===== src/rtl/id_ex_stage_pkg.sv =====
// rtl/id_ex_stage_pkg.sv - shared constants and FSM state type for the ID/EX pipeline stage
// Purpose : common definitions imported by id_ex_stage and load_use_detect.
// Contents: ZERO/ONE bit constants, CTRL_W default, RUN/STALL state encoding.
package id_ex_stage_pkg;

    localparam logic ZERO           = 1'b0;
    localparam logic ONE            = 1'b1;
    localparam int   CTRL_W_DEFAULT = 12;

    typedef enum logic {
        RUN   = 1'b0,
        STALL = 1'b1
    } state_e;

endpackage


===== src/rtl/id_ex_stage_load_use_detect.sv =====
// rtl/id_ex_stage_load_use_detect.sv - combinational load-use hazard compare
// Purpose : flags an instruction in ID that reads the destination of a load in EX.
// Ports   : ex_valid/ex_mem_read/ex_rd   - load currently held in ID/EX
//           id_valid/id_uses_rs*/id_rs*   - instruction currently in IF/ID
//           hazard                        - 1 when a bubble must be inserted
module load_use_detect
    import id_ex_stage_pkg::*;
(
    input  logic       ex_valid,
    input  logic       ex_mem_read,
    input  logic [4:0] ex_rd,
    input  logic       id_valid,
    input  logic       id_uses_rs1,
    input  logic       id_uses_rs2,
    input  logic [4:0] id_rs1,
    input  logic [4:0] id_rs2,
    output logic       hazard
);

    logic rd_live;
    logic rs1_hit;
    logic rs2_hit;

    // x0 is hardwired zero, so a load targeting it never produces a value to wait for.
    assign rd_live = (ex_rd != 5'd0);
    // Register fields are only meaningful when the instruction actually reads them.
    assign rs1_hit = id_uses_rs1 & (ex_rd == id_rs1);
    assign rs2_hit = id_uses_rs2 & (ex_rd == id_rs2);

    assign hazard = (ex_valid & ex_mem_read & rd_live & id_valid & (rs1_hit | rs2_hit)) ? ONE : ZERO;

endmodule


===== src/rtl/id_ex_stage.sv =====
// rtl/id_ex_stage.sv - ID/EX pipeline register with load-use stall FSM
// Purpose : registers decoded fields into EX, inserts one bubble per load-use pair,
//           squashes on EX redirect, and counts hazard bubbles (saturating).
// Ports   : clk, rst (async, active-high)
//           IF_ID_*/id_* - decode-stage fields;  ex_flush - EX redirect
//           ID_EX_*      - registered EX-stage fields
//           stall        - combinational hold for PC and IF/ID
//           stall_count  - saturating number of hazard bubbles
module id_ex_stage
    import id_ex_stage_pkg::*;
#(
    parameter int XLEN   = 32,
    parameter int CTRL_W = CTRL_W_DEFAULT
) (
    input  logic              clk,
    input  logic              rst,
    input  logic [4:0]        IF_ID_RegisterRs1,
    input  logic [4:0]        IF_ID_RegisterRs2,
    input  logic [4:0]        IF_ID_RegisterRd,
    input  logic              id_UsesRs1,
    input  logic              id_UsesRs2,
    input  logic              id_RegWrite,
    input  logic              id_MemRead,
    input  logic              id_valid,
    input  logic [XLEN-1:0]   id_pc,
    input  logic [XLEN-1:0]   id_rs1_data,
    input  logic [XLEN-1:0]   id_rs2_data,
    input  logic [XLEN-1:0]   id_imm,
    input  logic [CTRL_W-1:0] id_ctrl,
    input  logic              ex_flush,
    output logic [4:0]        ID_EX_RegisterRs1,
    output logic [4:0]        ID_EX_RegisterRs2,
    output logic [4:0]        ID_EX_RegisterRd,
    output logic              ID_EX_RegWrite,
    output logic              ID_EX_MemRead,
    output logic              ID_EX_valid,
    output logic [XLEN-1:0]   ID_EX_pc,
    output logic [XLEN-1:0]   ID_EX_rs1_data,
    output logic [XLEN-1:0]   ID_EX_rs2_data,
    output logic [XLEN-1:0]   ID_EX_imm,
    output logic [CTRL_W-1:0] ID_EX_ctrl,
    output logic              stall,
    output logic [15:0]       stall_count
);

    state_e            state_q, state_d;
    logic [4:0]        rs1_q, rs1_d, rs2_q, rs2_d, rd_q, rd_d;
    logic              reg_write_q, reg_write_d;
    logic              mem_read_q, mem_read_d;
    logic              valid_q, valid_d;
    logic [XLEN-1:0]   pc_q, pc_d, rs1_data_q, rs1_data_d;
    logic [XLEN-1:0]   rs2_data_q, rs2_data_d, imm_q, imm_d;
    logic [CTRL_W-1:0] ctrl_q, ctrl_d;
    logic [15:0]       stall_count_q, stall_count_d;
    logic              hazard;
    logic              stall_c;

    load_use_detect u_detect (
        .ex_valid    (valid_q),
        .ex_mem_read (mem_read_q),
        .ex_rd       (rd_q),
        .id_valid    (id_valid),
        .id_uses_rs1 (id_UsesRs1),
        .id_uses_rs2 (id_UsesRs2),
        .id_rs1      (IF_ID_RegisterRs1),
        .id_rs2      (IF_ID_RegisterRs2),
        .hazard      (hazard)
    );

    always_comb begin
        // A redirect squashes the decode instruction anyway, so it outranks the hazard.
        // In STALL, EX already holds a bubble, so the held instruction is hazard-free.
        stall_c       = (state_q == RUN) & hazard & ~ex_flush;
        state_d       = stall_c ? STALL : RUN;
        stall_count_d = (stall_c && stall_count_q != 16'hFFFF) ? stall_count_q + 16'd1
                                                               : stall_count_q;
        rs1_d         = rs1_q;
        rs2_d         = rs2_q;
        rd_d          = rd_q;
        reg_write_d   = reg_write_q;
        mem_read_d    = mem_read_q;
        valid_d       = valid_q;
        pc_d          = pc_q;
        rs1_data_d    = rs1_data_q;
        rs2_data_d    = rs2_data_q;
        imm_d         = imm_q;
        ctrl_d        = ctrl_q;
        if (ex_flush || stall_c || !id_valid) begin
            // Bubble: kill every side-effecting field; data fields simply hold.
            valid_d     = 1'b0;
            reg_write_d = 1'b0;
            mem_read_d  = 1'b0;
            ctrl_d      = '0;
            rd_d        = 5'd0;
        end else begin
            rs1_d       = IF_ID_RegisterRs1;
            rs2_d       = IF_ID_RegisterRs2;
            rd_d        = IF_ID_RegisterRd;
            reg_write_d = id_RegWrite;
            mem_read_d  = id_MemRead;
            valid_d     = 1'b1;
            pc_d        = id_pc;
            rs1_data_d  = id_rs1_data;
            rs2_data_d  = id_rs2_data;
            imm_d       = id_imm;
            ctrl_d      = id_ctrl;
        end
    end

    always_ff @(posedge clk or posedge rst) begin
        if (rst) begin
            state_q       <= RUN;
            rs1_q         <= '0;
            rs2_q         <= '0;
            rd_q          <= '0;
            reg_write_q   <= 1'b0;
            mem_read_q    <= 1'b0;
            valid_q       <= 1'b0;
            pc_q          <= '0;
            rs1_data_q    <= '0;
            rs2_data_q    <= '0;
            imm_q         <= '0;
            ctrl_q        <= '0;
            stall_count_q <= '0;
        end else begin
            state_q       <= state_d;
            rs1_q         <= rs1_d;
            rs2_q         <= rs2_d;
            rd_q          <= rd_d;
            reg_write_q   <= reg_write_d;
            mem_read_q    <= mem_read_d;
            valid_q       <= valid_d;
            pc_q          <= pc_d;
            rs1_data_q    <= rs1_data_d;
            rs2_data_q    <= rs2_data_d;
            imm_q         <= imm_d;
            ctrl_q        <= ctrl_d;
            stall_count_q <= stall_count_d;
        end
    end

    assign ID_EX_RegisterRs1 = rs1_q;
    assign ID_EX_RegisterRs2 = rs2_q;
    assign ID_EX_RegisterRd  = rd_q;
    assign ID_EX_RegWrite    = reg_write_q;
    assign ID_EX_MemRead     = mem_read_q;
    assign ID_EX_valid       = valid_q;
    assign ID_EX_pc          = pc_q;
    assign ID_EX_rs1_data    = rs1_data_q;
    assign ID_EX_rs2_data    = rs2_data_q;
    assign ID_EX_imm         = imm_q;
    assign ID_EX_ctrl        = ctrl_q;
    assign stall             = stall_c;
    assign stall_count       = stall_count_q;

endmodule

===== config.mk =====
export PLATFORM = sky130hd
export DESIGN_NAME = id_ex_stage
export DESIGN_NICKNAME = d
export VERILOG_FILES = /design/src/rtl/id_ex_stage_pkg.sv /design/src/rtl/id_ex_stage_load_use_detect.sv /design/src/rtl/id_ex_stage.sv
export SDC_FILE = /design/constraint.sdc
export NUM_CORES = 1
export LEC_CHECK = 0
export ABC_AREA = 1
export CAP_MARGIN = 20
export CORE_AREA = 2 2 136 138
export CTS_CLUSTER_DIAMETER = 200
export CTS_CLUSTER_SIZE = 8
export DETAILED_ROUTE_END_ITERATION = 10
export DIE_AREA = 0 0 138 140
export MAX_ROUTING_LAYER = met4
export PLACE_DENSITY = 0.85
export SLEW_MARGIN = 15
export SYNTH_ARGS = -nofsm -noshare
export SYNTH_HDL_FRONTEND = slang
export SYNTH_SLANG_ARGS = --single-unit

===== constraint.sdc =====
create_clock -name clk -period 6.25 [get_ports clk]
set_input_delay 0.625 -clock clk [delete_from_list [all_inputs] [get_ports clk]]
set_output_delay 0.625 -clock clk [all_outputs]
set_load 0.05 [all_outputs]

# ---- Word level (Yosys, flattened, before mapping)
# Index checks and enable logic that the tools add are counted.
dict set report word_totals {
  ff_bits 175
  latch_bits 0
  ramBits 0
  rom_bits 0
  in_bits 163
  output_inout_bits 175
  memories 0
}
dict set report classes {
  add_sub_neg 1
  multipliers 0
  div 0
  order_cmp 0
  n_eq_ne 3
  shift 0
  muxes 7
  bitwise_logic 11
  n_reduce_logical 5
}
# cell n
set op_table {}
lappend op_table {{16-bit by 1-bit adder with 16-bit output, second input constant} 1}
lappend op_table {{16-bit != test, second input constant} 1}
lappend op_table {{12-bit 2-to-1 mux} 1}
lappend op_table {{5-bit == test} 2}
lappend op_table {{1-bit bitwise AND} 8}
lappend op_table {{1-bit 2-to-1 mux} 5}
lappend op_table {{5-bit 2-to-1 mux} 1}
lappend op_table {{5-bit nonzero test} 1}
lappend op_table {{1-bit logical OR} 2}
lappend op_table {{1-bit inverter} 2}
lappend op_table {{1-bit logical AND} 1}
lappend op_table {{1-bit zero test} 1}
lappend op_table {{1-bit OR} 1}

# ---- Logic depth before layout (Yosys ltp)
dict set report depth {
  depth_word 10
  depth_mapped 13
}

# ---- By module
# From an unflattened synthesis, not the netlist that was laid out.
dict set report hier_totals {
  cells_unflattened 859
  area_unflattened_um2 7134.3
}
# module n_inst cells_per_inst area_per_inst_um2 seq_area_each_um2
set by_module_without_submodules {}
lappend by_module_without_submodules {id_ex_stage 1 803 6909.1 4379.2}
lappend by_module_without_submodules {load_use_detect 1 56 225.2 0.0}

# ---- Least setup slack after synthesis
# OpenSTA, ideal clock, no wires.
dict set report synth_timing {
  kind {reg2out}
  from {register rd_q[0] (netlist: ID_EX_RegisterRd[0])}
  to {output port stall}
  t_arrival_ps 1674
  required_time_ps 5625
  slack_ps 3951
  path_stages_with_launch 9
  path_cell_list {dfrtp_1 > nand2_1 > nand2_1 > nor2_1 > nand3_1 > nand2_1 > buf_4 > nand3_2 > clkinv_1}
}
dict set report synth_via {
  elab_chain_len 7
  word_cells_on_any_way 12
  classes_between {eq/ne: 2; mux: 1; bitwise: 8; reduce/logical: 1}
}
# item line
set synth_rtl {}
lappend synth_rtl {{start, declared} id_ex_stage.sv:47} ;# logic [4:0] rs1_q, rs1_d, rs2_q, rs2_d, rd_q, rd_d;
lappend synth_rtl {{start signal, assigned} id_ex_stage.sv:129} ;# rd_q <= rd_d;
lappend synth_rtl {{5-bit == test, or another cell as far along} id_ex_stage_load_use_detect.sv:27} ;# assign rs1_hit = id_uses_rs1 & (ex_rd == id_rs1);
lappend synth_rtl {{1-bit bitwise AND (on tied branches)} {id_ex_stage_load_use_detect.sv:27, id_ex_stage_load_use_detect.sv:28, id_ex_stage_load_use_detect.sv:30}}
lappend synth_rtl {{1-bit OR or 1-bit bitwise AND (tied branches)} id_ex_stage_load_use_detect.sv:30} ;# assign hazard = (ex_valid & ex_mem_read & rd_live & id_valid & (rs1_hit | rs2_hit)) ? ONE : ZERO;
lappend synth_rtl {{1-bit bitwise AND *} id_ex_stage_load_use_detect.sv:30}
lappend synth_rtl {{1-bit 2-to-1 mux *} id_ex_stage_load_use_detect.sv:30}
lappend synth_rtl {{1-bit bitwise AND * (2 in a row)} id_ex_stage.sv:73} ;# stall_c = (state_q == RUN) & hazard & ~ex_flush;
lappend synth_rtl {{end, declared} id_ex_stage.sv:42} ;# output logic stall,
# Mark *: on every way between the ends. The rest lies on a longest branch, timed or not.

# ---- Worst setup path after layout
dict set report layout_timing {
  from {input port IF_ID_RegisterRs1[1]}
  to {output port stall}
}
dict set report layout_via {
  elab_chain_len 7
}
# item line
set layout_rtl {}
lappend layout_rtl {{start, declared} id_ex_stage.sv:17} ;# input logic [4:0] IF_ID_RegisterRs1,
lappend layout_rtl {{5-bit == test} id_ex_stage_load_use_detect.sv:27}
lappend layout_rtl {{1-bit bitwise AND} id_ex_stage_load_use_detect.sv:27}
lappend layout_rtl {{1-bit OR} id_ex_stage_load_use_detect.sv:30}
lappend layout_rtl {{1-bit bitwise AND} id_ex_stage_load_use_detect.sv:30}
lappend layout_rtl {{1-bit 2-to-1 mux} id_ex_stage_load_use_detect.sv:30}
lappend layout_rtl {{1-bit bitwise AND (2 in a row)} id_ex_stage.sv:73}
# No other way between the ends.

==> results.toml <==
[routing]
wirelength_um = 21800
avgRoutedWirePerCell_um = 15.4
num_vias = 6593
drt_iter0_drc = 369
drc_errors = 0
ant_nets = 0
dr.pass1.iters = 5
routed_via_density = 4.65

[critical_path]
path_class = "in -> out"
critPathTopFamily = "buffers and inverters"
cp.required_ns = 5.62
cp-startpoint = "IF_ID_RegisterRs1[1]"
worstPathMaxFanout = 12
path_cells = "clkdlybuf4s50_1, inv_1, nand2_1, nand2_1, nor2_1, nand3_1, nand2_1, nand3_2, clkinv_1, clkdlybuf4s50_1"
crit_slowest_cell = "clkdlybuf4s50_1"
crit_top_cell = "nand2_1"
rr_startpoint = "ID_EX_RegisterRd[1]"
cp-end-kind = "primary output"
max_stage_delay_ns = 0.86
cp-start-kind = "primary input"
critPathArrivalTime_ns = 3.28
worst-path-buf-inv = 4
r2r_setup_slack_ns = 2.84

[layout]
fin_area_sq_um = 11200
areaGrowthSynthToFinish_pct = 56.3
drive_gt1_share_pct = 3.71
nets = 1338

[cts]
post_cts_buffers = 0
numCtsBuffers = 17
hold_buffers = 0
cts_tree = "yes"
cts_max_level = 4
cts_resized = 0
cts.sinks = 175
clk_pin_slew_worst_paths_ns = 0.07
clk_path_buf_depth = 2
clock-root-buffer = "clkbuf_16"
clk-insertion-delay-late_ns = 0.43

[power_and_ir_drop]
power_mw = 3.37
powerDensity_nw_per_um2 = 301
leakage_nw = 5.57
vdd_drop_max_mv = 0.183

[synthesis]
synth_edf_count = 0
synth_area_sq_um = 7170
yosysWarnings = 0
syn_inst = 849
synth.area.top_cells = "dfrtp_1, nand2_1, inv_1"
syn_nets = 1013
yosys-top-cells-count = "nand2_1, dfrtp_1, inv_1, nor2_1"
synth_top_area_cell = "dfrtp_1"
synth_ff_type = "dfrtp_1"
syn_avg_cell_area_sq_um = 8.45
synth_top_area_share_pct = 61.1
synth_cell_type_count = 19
async_reset_ff_share_pct = 100
synth_seq_area_share_pct = 61.1
ys_ff_latch = 175
synth_most_common_cell = "nand2_1"

[global_routing]
grtUsageTotal_pct = 22.9
antenna_found_initial = 1
grt_pass1_wl_um = 34000
grt_max_degree = 168
grt_pass1_vias = 6537
grt_overflow_total = 0

[die]
die_height_um = 140
die-area_sq_um = 19300
die_w_um = 138
io_pins = 338
rows = 49
start_util_pct = 40.3
core_sq_um = 17800

[placement]
placed_cell_area_sq_um = 10600
dp_hpwl_um = 15700
place_congestion = 0.853
portBuffers = 337

[timing]
slew_headroom_pct = 29.9
min_period_ns = 3.91
slew_viol_final = 0
report.final.setup_viol = 0
min_period_over_period_pct = 62.5
rsz0062_at_grt = "no"
skew_ns = 0.0149
fmax_mhz = 256
worstMarginPinSlew_ns = 1.05
fin_setup_tns_ns = 0
hold_violations = 0

[run]
maxCapViolCount = 0

[worst_hold_path]
min_from = "ID_EX_imm[3]"
hp-class = "reg -> reg"

[run_status]
status = "finished, final reports clean"
layer usage:
layer | global-route usage, % | up-vias | routed length (um)
met5 | - | - | 0
met4 | 9.29 | 0 | 684
met3 | 6.77 | 39 | 1550
met2 | 39.1 | 260 | 11200
met1 | 25.2 | 3093 | 8390
li1 | - | 3201 | -
worst register-to-register path, stage by stage (launching register included):
cell,delay [ns]
dfrtp_1,0.46
inv_2,0.09
nand2_1,0.05
nand2_1,0.07
nor2_1,0.05
nand3_1,0.07
nand2_1,0.25
nand2_1,0.26
nand2_8,0.49
inv_4,0.89
buf_4,0.47
nand2_1,0.11
nand2_1,0.08
through the flow:
stage                     setup WS [ns]  instances  utilization [%]  hold WS, ns
after floorplan                   0.880        849                -        0.731
after global placement             2.22       1384             59.6        0.460
after detailed placement           2.15       1384             59.6        0.464
after CTS                          2.34       1416             63.0        0.482
after global routing               2.17       1417             63.0        0.494
final                              2.34       1418             63.1        0.479
kinds of logic after synthesis:
kind of cell,Yosys count,share of synthesized area (%)
simple gates,554,29.9
fa+ha+maj,1,0.174
buf+inv,101,7.40
compound gates,17,1.38
xor+xnor,1,0.122
flops,175,61.1
path summary, 6_finish.rpt:
check                                  to  depth (start not counted)
max in group asynchronous  ID_EX_ctrl[11]                          3
min in group asynchronous     ID_EX_pc[0]                          2
hold / removal               ID_EX_imm[3]                          2
setup reg to reg             ID_EX_pc[16]                         12
setup / recovery                    stall                         10
hold reg to reg              ID_EX_imm[3]                          2
final cells by class:
| type | count | area (sq um) |
|---|---|---|
| Multi-Input combinational cell | 573 | 2270 |
| Fill cell | 1453 | 6570 |
| Tap cell | 229 | 287 |
| Clock buffer | 18 | 439 |
| Timing Repair Buffer | 341 | 3400 |
| Sequential cell | 175 | 4380 |
| Inverter | 66 | 255 |
| Clock inverter | 14 | 168 |
| Antenna cell | 2 | 5.00 |
state kept, by name, indices dropped and copies added, names as in the netlist:
| signal | cells |
|---|---|
| ID_EX_RegisterRs1 | 5 |
| ID_EX_rs1_data | 32 |
| ID_EX_pc | 32 |
| stall_count | 16 |
| state_q | 1 |
| ID_EX_RegisterRd | 5 |
| ID_EX_MemRead | 1 |
| ID_EX_valid | 1 |
| ID_EX_rs2_data | 32 |
| ID_EX_RegWrite | 1 |
| ID_EX_imm | 32 |
| ID_EX_ctrl | 12 |
| ID_EX_RegisterRs2 | 5 |
report_power, final:
part	switching, mW	leakage (nW)	internal (mW)
Clock	0.509	0.295	0.584
Combinational	0.625	3.09	0.337
Sequential	0.0697	2.19	1.25
cells in the final DEF, fill, tap and decap left out:
master,count
a31oi_1,1
buf_4,4
bufinv_16,1
clkbuf_16,17
clkbuf_8,1
clkdlybuf4s50_1,337
clkinv_1,2
clkinv_4,2
clkinv_8,2
clkinvlp_4,1
dfrtp_1,175
diode_2,2
ha_1,1
inv_1,58
inv_2,4
inv_4,1
inv_6,5
inv_8,4
nand2_1,477
nand2_8,1
nand3_1,16
nand3_2,1
nand4_1,13
nor2_1,46
o21ai_0,11
o21bai_1,5
xnor2_1,1
No activity file was read; power rests on OpenSTA's default activity.
